File: src/rtl/clock_mode_ctrl_pkg.sv
// clock_pkg: mode encoding and blink mask bit positions shared by the clock mode controller
package clock_pkg;
   typedef enum logic [1:0] {
      MODE_RUN      = 2'd0,
      MODE_SET_HOUR = 2'd1,
      MODE_SET_MIN  = 2'd2
   } mode_t;
   localparam int BLINK_HOUR = 2;
   localparam int BLINK_MIN  = 1;
   localparam int BLINK_SEC  = 0;
endpackage

File: src/rtl/clock_mode_ctrl_if.sv
// clock_mode_ctrl_if: front-panel buttons in, counter enables, mode and blink mask out
interface clock_mode_ctrl_if;
   logic       btn_mode;
   logic       btn_inc;
   logic       sec_inc;
   logic       sec_clr;
   logic       min_inc;
   logic       hour_inc;
   logic [1:0] mode;
   logic [2:0] blink_mask;
   modport master (input btn_mode, btn_inc, output sec_inc, sec_clr, min_inc, hour_inc, mode, blink_mask);
   modport slave (output btn_mode, btn_inc, input sec_inc, sec_clr, min_inc, hour_inc, mode, blink_mask);
endinterface

File: src/rtl/button_debounce.sv
// button_debounce: 2-flop synchronizer, stable-count debouncer and one-cycle press pulse
module button_debounce #(
   parameter int DEB_CYCLES = 1_000_000
) (
   input  logic clk,
   input  logic reset_n,
   input  logic btn,
   output logic level,
   output logic press
);
   localparam int CW = $clog2(DEB_CYCLES + 1);
   logic sync1_q, sync1_d, sync2_q, sync2_d, level_q, level_d, prev_q, prev_d, press_q, press_d;
   logic [CW-1:0] cnt_q, cnt_d;
   // accept a new level only after DEB_CYCLES consecutive disagreeing samples; press is the delayed rising edge
   always_comb begin
      sync1_d = btn;
      sync2_d = sync1_q;
      prev_d  = level_q;
      level_d = level_q;
      cnt_d   = '0;
      if (sync2_q != level_q) begin
         if (cnt_q == CW'(DEB_CYCLES - 1)) level_d = sync2_q;
         else cnt_d = cnt_q + 1'b1;
      end
      press_d = level_q & ~prev_q;
   end
   // state registers
   always_ff @(posedge clk or negedge reset_n) begin
      if (!reset_n) begin
         sync1_q <= 1'b0;
         sync2_q <= 1'b0;
         level_q <= 1'b0;
         prev_q  <= 1'b0;
         press_q <= 1'b0;
         cnt_q   <= '0;
      end else begin
         sync1_q <= sync1_d;
         sync2_q <= sync2_d;
         level_q <= level_d;
         prev_q  <= prev_d;
         press_q <= press_d;
         cnt_q   <= cnt_d;
      end
   end
   assign level = level_q;
   assign press = press_q;
endmodule

File: src/rtl/clock_mode_ctrl.sv
// clock_mode_ctrl: 1 Hz prescaler, RUN/SET_HOUR/SET_MIN sequencer and blink mask; CLOCK_AUTOREPEAT_EN adds inc auto-repeat
module clock_mode_ctrl
   import clock_pkg::*;
#(
   parameter int TICK_DIV      = 50_000_000,
   parameter int DEB_CYCLES    = 1_000_000,
   parameter int REPEAT_CYCLES = 12_500_000
) (
   input logic              clk,
   input logic              reset_n,
   clock_mode_ctrl_if.master bus
);
   localparam int PW = $clog2(TICK_DIV);
   mode_t state_q, state_d;
   logic [PW-1:0] pre_q, pre_d;
   logic [2:0] mask_q, mask_d;
   logic blink_q, blink_d, sec_inc_q, sec_inc_d, sec_clr_q, sec_clr_d;
   logic min_inc_q, min_inc_d, hour_inc_q, hour_inc_d;
   logic unused_mode_lvl, mode_p, inc_lvl, inc_p, inc_ev, tick, set_mode;
   button_debounce #(.DEB_CYCLES(DEB_CYCLES)) u_mode (
      .clk(clk), .reset_n(reset_n), .btn(bus.btn_mode), .level(unused_mode_lvl), .press(mode_p)
   );
   button_debounce #(.DEB_CYCLES(DEB_CYCLES)) u_inc (
      .clk(clk), .reset_n(reset_n), .btn(bus.btn_inc), .level(inc_lvl), .press(inc_p)
   );
   assign tick     = pre_q == PW'(TICK_DIV - 1);
   assign set_mode = state_q == MODE_SET_HOUR || state_q == MODE_SET_MIN;
`ifdef CLOCK_AUTOREPEAT_EN
   localparam int RW = $clog2(2 * REPEAT_CYCLES + 1);
   logic [RW-1:0] rep_q, rep_d;
   logic rep_fire, rep_hold;
   // time a held inc since its press: first repeat at 2x the period, then every period; cleared on release or mode change
   always_comb begin
      rep_hold = set_mode && inc_lvl && !mode_p;
      rep_fire = rep_hold && rep_q == RW'(2 * REPEAT_CYCLES);
      rep_d    = !rep_hold ? '0 : inc_p ? RW'(1) : rep_fire ? RW'(REPEAT_CYCLES + 1) : rep_q != '0 ? rep_q + 1'b1 : '0;
   end
   // repeat counter register
   always_ff @(posedge clk or negedge reset_n) begin
      if (!reset_n) rep_q <= '0;
      else rep_q <= rep_d;
   end
   assign inc_ev = inc_p | rep_fire;
`else
   logic unused_rep;
   assign unused_rep = inc_lvl & (REPEAT_CYCLES > 0);
   assign inc_ev = inc_p;
`endif
   // mode sequencing, counter enables, prescaler restart and blink mask for the coming cycle
   always_comb begin
      state_d    = state_q;
      pre_d      = tick ? '0 : pre_q + 1'b1;
      sec_inc_d  = 1'b0;
      sec_clr_d  = 1'b0;
      min_inc_d  = 1'b0;
      hour_inc_d = 1'b0;
      case (state_q)
         MODE_RUN: if (mode_p) state_d = MODE_SET_HOUR; else sec_inc_d = tick;
         MODE_SET_HOUR: if (mode_p) state_d = MODE_SET_MIN; else hour_inc_d = inc_ev;
         MODE_SET_MIN:
            if (mode_p) begin
               state_d   = MODE_RUN;
               sec_clr_d = 1'b1;
               pre_d     = '0;
            end else min_inc_d = inc_ev;
         default: state_d = MODE_RUN;
      endcase
      blink_d            = blink_q ^ (tick || pre_q == PW'(TICK_DIV / 2 - 1));
      mask_d[BLINK_HOUR] = state_d == MODE_SET_HOUR && blink_d;
      mask_d[BLINK_MIN]  = state_d == MODE_SET_MIN && blink_d;
      mask_d[BLINK_SEC]  = 1'b0;
   end
   // state and registered outputs
   always_ff @(posedge clk or negedge reset_n) begin
      if (!reset_n) begin
         state_q    <= MODE_RUN;
         pre_q      <= '0;
         blink_q    <= 1'b0;
         mask_q     <= '0;
         sec_inc_q  <= 1'b0;
         sec_clr_q  <= 1'b0;
         min_inc_q  <= 1'b0;
         hour_inc_q <= 1'b0;
      end else begin
         state_q    <= state_d;
         pre_q      <= pre_d;
         blink_q    <= blink_d;
         mask_q     <= mask_d;
         sec_inc_q  <= sec_inc_d;
         sec_clr_q  <= sec_clr_d;
         min_inc_q  <= min_inc_d;
         hour_inc_q <= hour_inc_d;
      end
   end
   assign bus.sec_inc    = sec_inc_q;
   assign bus.sec_clr    = sec_clr_q;
   assign bus.min_inc    = min_inc_q;
   assign bus.hour_inc   = hour_inc_q;
   assign bus.mode       = state_q;
   assign bus.blink_mask = mask_q;
endmodule
File: src/flat_wrapper.sv
// flat-port wrapper written by rule: the top's interface ports become plain ports
module clock_mode_ctrl_flat import clock_pkg::*;
#(
   parameter int TICK_DIV      = 50_000_000,
   parameter int DEB_CYCLES    = 1_000_000,
   parameter int REPEAT_CYCLES = 12_500_000
)
  (clk, reset_n, bus_btn_mode, bus_btn_inc, bus_sec_inc, bus_sec_clr, bus_min_inc, bus_hour_inc, bus_mode, bus_blink_mask);
  clock_mode_ctrl_if bus_i ();
  input logic clk;
  input logic reset_n;
  input wire logic [$bits(bus_i.btn_mode)-1:0] bus_btn_mode;
  input wire logic [$bits(bus_i.btn_inc)-1:0] bus_btn_inc;
  output wire logic [$bits(bus_i.sec_inc)-1:0] bus_sec_inc;
  output wire logic [$bits(bus_i.sec_clr)-1:0] bus_sec_clr;
  output wire logic [$bits(bus_i.min_inc)-1:0] bus_min_inc;
  output wire logic [$bits(bus_i.hour_inc)-1:0] bus_hour_inc;
  output wire logic [$bits(bus_i.mode)-1:0] bus_mode;
  output wire logic [$bits(bus_i.blink_mask)-1:0] bus_blink_mask;
  assign bus_i.btn_mode = bus_btn_mode;
  assign bus_i.btn_inc = bus_btn_inc;
  assign bus_sec_inc = bus_i.sec_inc;
  assign bus_sec_clr = bus_i.sec_clr;
  assign bus_min_inc = bus_i.min_inc;
  assign bus_hour_inc = bus_i.hour_inc;
  assign bus_mode = bus_i.mode;
  assign bus_blink_mask = bus_i.blink_mask;
  clock_mode_ctrl #(.TICK_DIV(TICK_DIV), .DEB_CYCLES(DEB_CYCLES), .REPEAT_CYCLES(REPEAT_CYCLES)) u_core (.clk(clk), .reset_n(reset_n), .bus(bus_i));
endmodule
File: config.mk
export PLATFORM = sky130hd
export DESIGN_NAME = clock_mode_ctrl_flat
export DESIGN_NICKNAME = d
export VERILOG_FILES = /design/src/rtl/clock_mode_ctrl_pkg.sv /design/src/rtl/clock_mode_ctrl_if.sv /design/src/rtl/button_debounce.sv /design/src/rtl/clock_mode_ctrl.sv /design/src/flat_wrapper.sv
export SDC_FILE = /design/constraint.sdc
export NUM_CORES = 1
export LEC_CHECK = 0
export CORE_ASPECT_RATIO = 1.1
export CORE_MARGIN = 3
export CORE_UTILIZATION = 31
export CTS_BUF_LIST = sky130_fd_sc_hd__clkbuf_8
export DETAILED_ROUTE_END_ITERATION = 8
export SYNTH_ARGS = -nofsm -noshare
export SYNTH_HDL_FRONTEND = slang
export SYNTH_SLANG_ARGS = --single-unit
export TNS_END_PERCENT = 100
File: constraint.sdc
create_clock -name clk -period 2.1 [get_ports clk]
set_input_delay 0.315 -clock clk [delete_from_list [all_inputs] [get_ports clk]]
set_output_delay 0.315 -clock clk [all_outputs]
set_load 0.02 [all_outputs]
# ---- After elaboration in Yosys (flattened, before gate mapping)
# Index checks and enable logic that the tools add are counted.
dict set report word_totals {
  word_cells 62
  mem_count 0
  output_inout_bits 9
  latch_bits 0
  rom_bits 0
  mem_bits_rw 0
  regBits 85
}
dict set report classes {
  mux 18
  add_sub_neg 3
  bitwise 5
  n_shift 0
  div_mod_pow 0
  eq_ne 10
  n_mul 0
  reduce_logical 6
  magnitude_cmp 0
}
# operator n
set ops {}
lappend ops {{2-to-1 mux 20 bit} 4}
lappend ops {{2-to-1 mux 26 bit} 3}
lappend ops {{adder 20 x 1 -> 20 bit, second input constant} 2}
lappend ops {{== test 20 bit, second input constant} 2}
lappend ops {{adder 26 x 1 -> 26 bit, second input constant} 1}
lappend ops {{== test 26 x 25 -> 1 bit, second input constant} 1}
lappend ops {{== test 26 bit, second input constant} 1}
lappend ops {{2-to-1 mux 1 bit} 7}
lappend ops {{2-to-1 mux 2 bit} 3}
lappend ops {{one-hot mux 2 bit (3 select lines)} 1}
lappend ops {{== test 2 x 1 -> 1 bit, second input constant} 2}
lappend ops {{== test 2 bit, second input constant} 2}
lappend ops {{AND reduction 2 bit} 2}
lappend ops {{bitwise AND 1 bit} 2}
lappend ops {{logical AND 1 bit} 2}
lappend ops {{zero test 2 bit} 1}
lappend ops {{inequality test 1 bit} 2}
lappend ops {{inverter 1 bit} 2}
lappend ops {{logical OR 1 bit} 1}
lappend ops {{bitwise XOR 1 bit} 1}

# ---- Longest topological paths before layout
# Gate-level depths: netlist of run 1.
dict set report depth {
  word_depth 4
  ltp_mapped 7
  ltp_nobuf 6
}

# ---- By module
# From an unflattened synthesis of run 1, not the netlist that was laid out.
dict set report unflattened {
  hier_cells 395
  area_unflattened_um2 4107.7
}
# mod area_each_um2 cells_per_inst instances seq_area_each_um2
set by_module_without_submodules {}
lappend by_module_without_submodules {button_debounce 1171.1 109 2 625.6}
lappend by_module_without_submodules {clock_mode_ctrl 1765.4 177 1 875.8}

# ---- Worst setup path after synthesis of run 1
# No wires, ideal clock.
dict set report synth_timing {
  path_kind {reg-to-reg}
  startpoint {reg u_core.pre_q[0]}
  endpoint {reg u_core.pre_q[24]}
  path_slack_ps 386
  setup_ps 119
  path_stages_with_launch 7
  arrival_ps 1595
  t_required_ps 1981
  cell_sequence {dfrtp_1 ha_1 nand3_1 or4_4 nor3_2 xnor2_1 nor2_2}
}
dict set report synth_between {
  elab_chain_len 4
}
# item line_no
set synth_lines {}
lappend synth_lines {{start: declaration} clock_mode_ctrl.sv:15} ;# logic [PW-1:0] pre_q, pre_d;
lappend synth_lines {{start signal: assignment} clock_mode_ctrl.sv:86} ;# pre_q <= pre_d;
lappend synth_lines {{adder 26 x 1 -> 26 bit or == test 26 bit (tied branches)} {clock_mode_ctrl.sv:52, clock_mode_ctrl.sv:26}}
lappend synth_lines {{2-to-1 mux 26 bit (*)} clock_mode_ctrl.sv:52} ;# pre_d = tick ? '0 : pre_q + 1'b1;
lappend synth_lines {{2-to-1 mux 26 bit} clock_mode_ctrl.sv:61} ;# if (mode_p) begin
lappend synth_lines {{2-to-1 mux 26 bit (*)} clock_mode_ctrl.sv:57} ;# case (state_q)
lappend synth_lines {{via u_core.pre_d[24]} clock_mode_ctrl.sv:15}
# Mark *: on every way through the listed nets, which the timed path passes. The rest lies on a longest branch.
# A chain may end at the register's enable or synchronous reset.

# ---- Worst setup path in the final report of run 1
# Same ends and word-level chain as after synthesis.

==> flow_metrics.env, run 1 <==
export IMPL_ys_dominant_reg_cell="dfrtp_1"
export IMPL_die_h_um=125
export IMPL_grt_max_degree=42
export IMPL_cts_sinks=85
export IMPL_gr_total_overflow=0
export IMPL_timing_hold_ws_ns=0.357
export IMPL_route_met2_wl_um=3370
export IMPL_critPathMaxStageDelay_ns=0.56
export IMPL_via_count=2674
export IMPL_fillCellCount=1240
export IMPL_fin_cells=564
export IMPL_ios=13
export IMPL_arrival_ns=2.11
export IMPL_die_w_um=114
export IMPL_cts_max_level=3
export IMPL_ant_nets=0
export IMPL_area_growth_pct=13.4
export IMPL_tns_ns=0
export IMPL_period_needed_ns=1.86
export IMPL_hpwl_um=4820
export IMPL_gp_congestion=0.766
export IMPL_post_synth_num_cell_types=44
export IMPL_dpl_cell_count=547
export IMPL_post_drt_wl_per_cell_um=12.4
export IMPL_io_buffers=11
export IMPL_reg2reg_slack_ns=0.24
export IMPL_drt_iter0_drc=229
export IMPL_clk_pin_slew_ns=0.09
export IMPL_dpl_cell_area_mm2=0.00431
export IMPL_hold_violations=0
export IMPL_core_mm2=0.0122
export IMPL_avgSynthCellArea_um2=10.3
export IMPL_numCtsBuffers=9
export IMPL_syn_inst=383
export IMPL_power_density_mw_per_mm2=622
export IMPL_cp_max_fo=6
export IMPL_clock_path_buffers=2
export IMPL_drc=0
export IMPL_crit_family="simple AND/OR/NAND/NOR gates"
export IMPL_switching_share_pct=24.5
export IMPL_internal_power_mw=2.11
export IMPL_crit_slowest_cell="or4_4"
export IMPL_cts_tree="yes"
export IMPL_synth_area_mm2=0.00396
export IMPL_slew_violations=0
export IMPL_synth_warning_count=0
export IMPL_clock_latency_ns=0.36
export IMPL_diodes=0
export IMPL_ys_seq_area_share_pct=53.7
export IMPL_layout_common_cells="85 x nor2_1, 85 x dfrtp_1, 35 x xor2_1, 28 x xnor2_1, 25 x nand3_1"
export IMPL_clkPwrFrac_pct=37.6
export IMPL_cp_depth=6
export IMPL_top_layer="met4"
export IMPL_synth_edf_count=0
export IMPL_ys_ff_latch=85
export IMPL_syn_nets=391
export IMPL_grt_pass1_vias=2730
export IMPL_finalSetupViolations=0
export IMPL_routed_wirelength_um=6970
export IMPL_seqCellArea_mm2=0.00213
export IMPL_async_flop_share_pct=100
export IMPL_seq_power_share_pct=59.5
export IMPL_finalCritPeriodShare_pct=88.4
export IMPL_p_total_mw=2.79
export IMPL_hold_class="register to register"
export IMPL_dieArea_mm2=0.0142
export IMPL_grt_antenna_before_repair=0
export IMPL_routed_via_density=4.74
export IMPL_start_util_pct=32.3
export IMPL_cp_required_ns=2.36
export IMPL_endpoint_kind="register"
export IMPL_ir_drop_uv=303
export IMPL_status="finished clean"
export IMPL_rows=42
export IMPL_fmax_mhz=538
export IMPL_multi_input_area_mm2=0.00175
export IMPL_wl_met3_um=184
export IMPL_worstSetupPathType="register to register"
export IMPL_cts_root_buf="clkbuf_8"
export IMPL_layout_drive_gt1_share_pct=9.76
export IMPL_pwr_share_comb_pct=2.9
export IMPL_power_leakage_nw=1.90
export IMPL_rsz0062_at_grt="false"
export IMPL_grt_pass1_wl_um=12800
export IMPL_holdPathStages=0
export IMPL_skew_ns=0.0122
export IMPL_switchingPower_uw=683
export IMPL_gr_usage_all_layers_pct=11.0
export IMPL_cp_cell_sequence="ha_1 > nand3_1 > or4_4 > nor3_2 > xnor2_1 > nor2_2"
export IMPL_drt_pass1_iter_count=4
export IMPL_drt_met1_wl_um=3310
export IMPL_ff2ff_path_depth=6
export IMPL_fin_area_mm2=0.00449
export IMPL_cp_start_kind="register"
export IMPL_nNetsFinal=413
export IMPL_maxCapViolations=0
export IMPL_path_buf_inv=0
synthesized netlist by cell type, types with 2 or more instances:
master	n	area (µm²)
dfrtp_1	85	2130
nor2_1	85	319
xor2_1	35	307
xnor2_1	28	245
nand3_1	25	125
nand2_1	24	90.1
nand4_1	15	93.8
nor4_1	11	68.8
inv_1	7	26.3
and3_1	6	37.5
nor3_1	6	30.0
and4_1	5	43.8
buf_2	5	25.0
ha_1	4	50.1
nor2b_1	3	18.8
nor3b_1	3	22.5
nor4b_1	3	26.3
and3_2	2	15.0
clkbuf_1	2	7.51
mux2_2	2	22.5
nand3_4	2	35.0
nand3b_1	2	15.0
nor3_2	2	20.0
logic make-up after synthesis:
| group | Yosys count | synth area share (%) |
|---|---|---|
| AO/OA/AOI/OAI | 3 | 0.601 |
| XOR/XNOR | 63 | 13.9 |
| adder cells (fa/ha/maj) | 4 | 1.26 |
| buffers and inverters | 16 | 1.96 |
| flip-flops | 85 | 53.7 |
| multiplexers | 2 | 0.569 |
| other | 1 | 0.0947 |
| AND/OR/NAND/NOR | 209 | 27.8 |
per-stage QoR:
step	util, %	setup WS [ns]
floorplan	-	0.386
global route	36.7	0.0559
global placement	35.2	0.261
detailed placement	35.2	0.236
CTS	36.7	0.231
finish	36.7	0.243
routing by layer:
| layer | track usage [%] | vias to the layer above |
|---|---|---|
| li1 | - | 1342 |
| met1 | 14.6 | 1295 |
| met2 | 17.1 | 28 |
| met3 | 2.48 | 9 |
| met4 | 4.67 | 0 |
| met5 | 0 | - |
timing repair:
item                      in CTS  in global routing
buffers inserted               0                  0
resized for setup              0                  0
hold buffers                   1                  0
hold endpoints to repair      23                  0
flip-flops by register name, summed over array words and instances (netlist names):
register and cells:
u_core.blink_q 1, u_core.bus.blink_mask 2, u_core.bus.hour_inc 1, u_core.bus.min_inc 1, u_core.bus.mode 2, u_core.bus.sec_clr 1, u_core.bus.sec_inc 1, u_core.pre_q 26
u_core.u_inc.cnt_q 20, u_core.u_inc.level 1, u_core.u_inc.press 1, u_core.u_inc.prev_q 1, u_core.u_inc.sync1_q 1, u_core.u_inc.sync2_q 1, u_core.u_mode.cnt_q 20, u_core.u_mode.level 1
u_core.u_mode.press 1, u_core.u_mode.prev_q 1, u_core.u_mode.sync1_q 1, u_core.u_mode.sync2_q 1
power by group through the flow:
stage / Combinational, mW / Clock [mW] / Sequential, mW
after floorplan: 0.0321 / 0 / 1.69
after global placement: 0.0814 / 0 / 1.69
after detailed placement: 0.0850 / 0 / 1.69
after CTS: 0.0865 / 1.09 / 1.66
after global routing: 0.0981 / 1.17 / 1.66
final: 0.0823 / 1.05 / 1.66
path summary, 6_finish.rpt:
kind                                 startpoint                   end
setup / recovery                u_core.pre_q[0]      u_core.pre_q[24]
hold / removal             u_core.u_inc.sync1_q  u_core.u_inc.sync2_q
setup reg to reg                u_core.pre_q[0]      u_core.pre_q[24]
hold reg to reg            u_core.u_inc.sync1_q  u_core.u_inc.sync2_q
max in group asynchronous               reset_n       u_core.pre_q[2]
min in group asynchronous               reset_n      u_core.pre_q[17]
area by class of cell:
type                    count  share of cell area, %
flip-flops and latches     85                   47.4
clock buffers               9                   2.76
repair buffers             20                   4.80
multi-input cells         282                   39.1
inverters                   7                  0.585
well taps                 154                   4.29
clock inverters             7                   1.09
Note: power is estimated with default switching activity, not from simulation.
==> run 2, diff against run 1 <==
Settings changed: CORE_ASPECT_RATIO 1.1 to 1.5, CORE_UTILIZATION 31 to 45, CTS_CLUSTER_SIZE from default to 20.
==> flow_metrics.env, run 2 (same netlist as run 1, synthesis figures left out) <==
export IMPL_status="finished clean"
export IMPL_hold_start="u_core.u_mode.sync1_q"
export IMPL_layout_common_cells="85 x nor2_1, 85 x dfrtp_1, 35 x xor2_1, 28 x xnor2_1, 25 x nand3_1"
export IMPL_r2r_start="u_core.pre_q[0]"
export IMPL_power_density_mw_per_mm2=679
export IMPL_postCtsSetupBuffers=0
export IMPL_ant_nets=0
export IMPL_clk_pin_slew_ns=0.09
export IMPL_routed_via_density=5.23
export IMPL_fin_cells=517
export IMPL_die_h_um=121
export IMPL_clkPwrFrac_pct=42.8
export IMPL_largest_reg_flops=26
export IMPL_gp_congestion=0.751
export IMPL_routed_wirelength_um=7120
export IMPL_dieArea_mm2=0.00998
export IMPL_seq_power_share_pct=54.5
export IMPL_cp_required_ns=2.35
export IMPL_p_total_mw=3.04
export IMPL_diodes=0
export IMPL_cp_max_fo=6
export IMPL_relSlewSlack_pct=63.3
export IMPL_cts_tree="yes"
export IMPL_ios=13
export IMPL_via_count=2704
export IMPL_finalSetupViolations=0
export IMPL_internal_power_mw=2.37
export IMPL_finalCritPeriodShare_pct=89.4
export IMPL_cts_sinks=85
export IMPL_worstSetupPathType="register to register"
export IMPL_arrival_ns=2.13
export IMPL_endpoint_kind="register"
export IMPL_skew_ns=0.0103
export IMPL_slew_violations=0
export IMPL_numCtsBuffers=9
export IMPL_die_w_um=82.6
export IMPL_grt_max_degree=42
export IMPL_layout_drive_gt1_share_pct=9.76
export IMPL_grt_pass1_vias=2769
export IMPL_rows=41
export IMPL_cts_root_buf="clkbuf_8"
export IMPL_maxCapViolations=0
export IMPL_cts_max_level=3
export IMPL_drc=0
export IMPL_critPathLaunch="u_core.pre_q[0]"
export IMPL_worst_pin_slew_ns=0.551
export IMPL_area_growth_pct=13.2
export IMPL_pwr_share_comb_pct=2.7
export IMPL_drt_pass1_iter_count=4
export IMPL_gr_usage_all_layers_pct=16.2
export IMPL_fmax_mhz=533
export IMPL_hold_class="register to register"
export IMPL_holdPathStages=0
export IMPL_reg_top3="u_core.pre_q x26, u_core.u_inc.cnt_q x20, u_core.u_mode.cnt_q x20"
export IMPL_core_mm2=0.00852
export IMPL_dpl_cell_count=500
export IMPL_clock_latency_ns=0.36
export IMPL_tns_ns=0
export IMPL_hpwl_um=4910
export IMPL_top_register="u_core.pre_q"
export IMPL_switching_share_pct=22.0
export IMPL_drt_iter0_drc=118
export IMPL_grt_pass1_wl_um=12400
export IMPL_post_drt_wl_per_cell_um=13.8
export IMPL_io_buffers=11
export IMPL_hold_violations=0
export IMPL_gr_total_overflow=0
export IMPL_grt_antenna_before_repair=0
export IMPL_start_util_pct=46.5
export IMPL_ir_drop_uv=428
export IMPL_period_needed_ns=1.88
export IMPL_cp_start_kind="register"
export IMPL_power_leakage_nw=1.93
export IMPL_ff2ff_path_depth=6
export IMPL_rsz0062_at_grt="false"
export IMPL_nNetsFinal=413
export IMPL_switchingPower_uw=668
export IMPL_clock_path_buffers=2
## run 2: cell count changes in the layout (fill, tap and decap cells not counted), sizes merged
cell    change
bufinv      +2
clkbuf      +1
inv         -2
clkinv      -1
## run 2: metrics by stage
| step | hold WS, ns | area [µm²] | setup slack [ns] | util (%) |
|---|---|---|---|---|
| 2_1_floorplan | 0.0194 | 3960 | 0.386 | - |
| 3_3_place_gp | 0.334 | 4250 | 0.226 | 49.9 |
| 3_5_place_dp | 0.336 | 4250 | 0.211 | 49.9 |
| 4_1_cts | 0.355 | 4480 | 0.188 | 52.6 |
| 5_1_grt | 0.374 | 4480 | 0.0405 | 52.6 |
| 6_report | 0.353 | 4480 | 0.223 | 52.6 |
## run 2: path summary, 6_finish.rpt
check,end,slack (ns)
worst max-delay path,u_core.pre_q[24],0.22
worst min-delay path,u_core.u_mode.sync2_q,0.35
worst max register to register,u_core.pre_q[24],0.22
worst min register to register,u_core.u_mode.sync2_q,0.35
max in group asynchronous,u_core.u_mode.cnt_q[9],1.00
min in group asynchronous,u_core.pre_q[14],0.48
## run 2: layout make-up
class / instances / area, µm²
Clock inverter: 6 / 86.3
Tap cell: 107 / 134
Timing Repair Buffer: 20 / 215
Multi-Input combinational cell: 282 / 1760
Sequential cell: 85 / 2130
Inverter: 7 / 26.3
Fill cell: 815 / 4030
Clock buffer: 10 / 138
## run 2: metal layers
layer | up-vias | global-route usage [%] | share of wire (%)
li1 | 1336 | - | -
met1 | 1337 | 19.4 | 45
met2 | 25 | 26.9 | 51
met3 | 6 | 4.23 | 2.5
met4 | 0 | 6.75 | 1.4
met5 | - | 0 | 0
## run 2: repair_timing
action / 4_1_cts / 5_1_grt
hold buffers: 1 / 0
resized for setup: 0 / 1
hold endpoints to repair: 39 / 0
setup endpoints to repair: 0 / 20
## run 2: worst max-delay path, cell delays in order (launching register included)
cell and delay, ns:
dfrtp_1 0.44, ha_1 0.22, nand3_1 0.16, or4_4 0.56, nor3_2 0.19, xnor2_1 0.16, nor2_2 0.04
## run 2: power groups by stage
stage                     clock, mW  sequential [mW]  combinational [mW]
after floorplan                   0             1.69              0.0321
after global placement            0             1.69              0.0815
after detailed placement          0             1.69              0.0836
after CTS                      1.36             1.66              0.0853
after global routing           1.42             1.66              0.0958
final                          1.30             1.66              0.0813
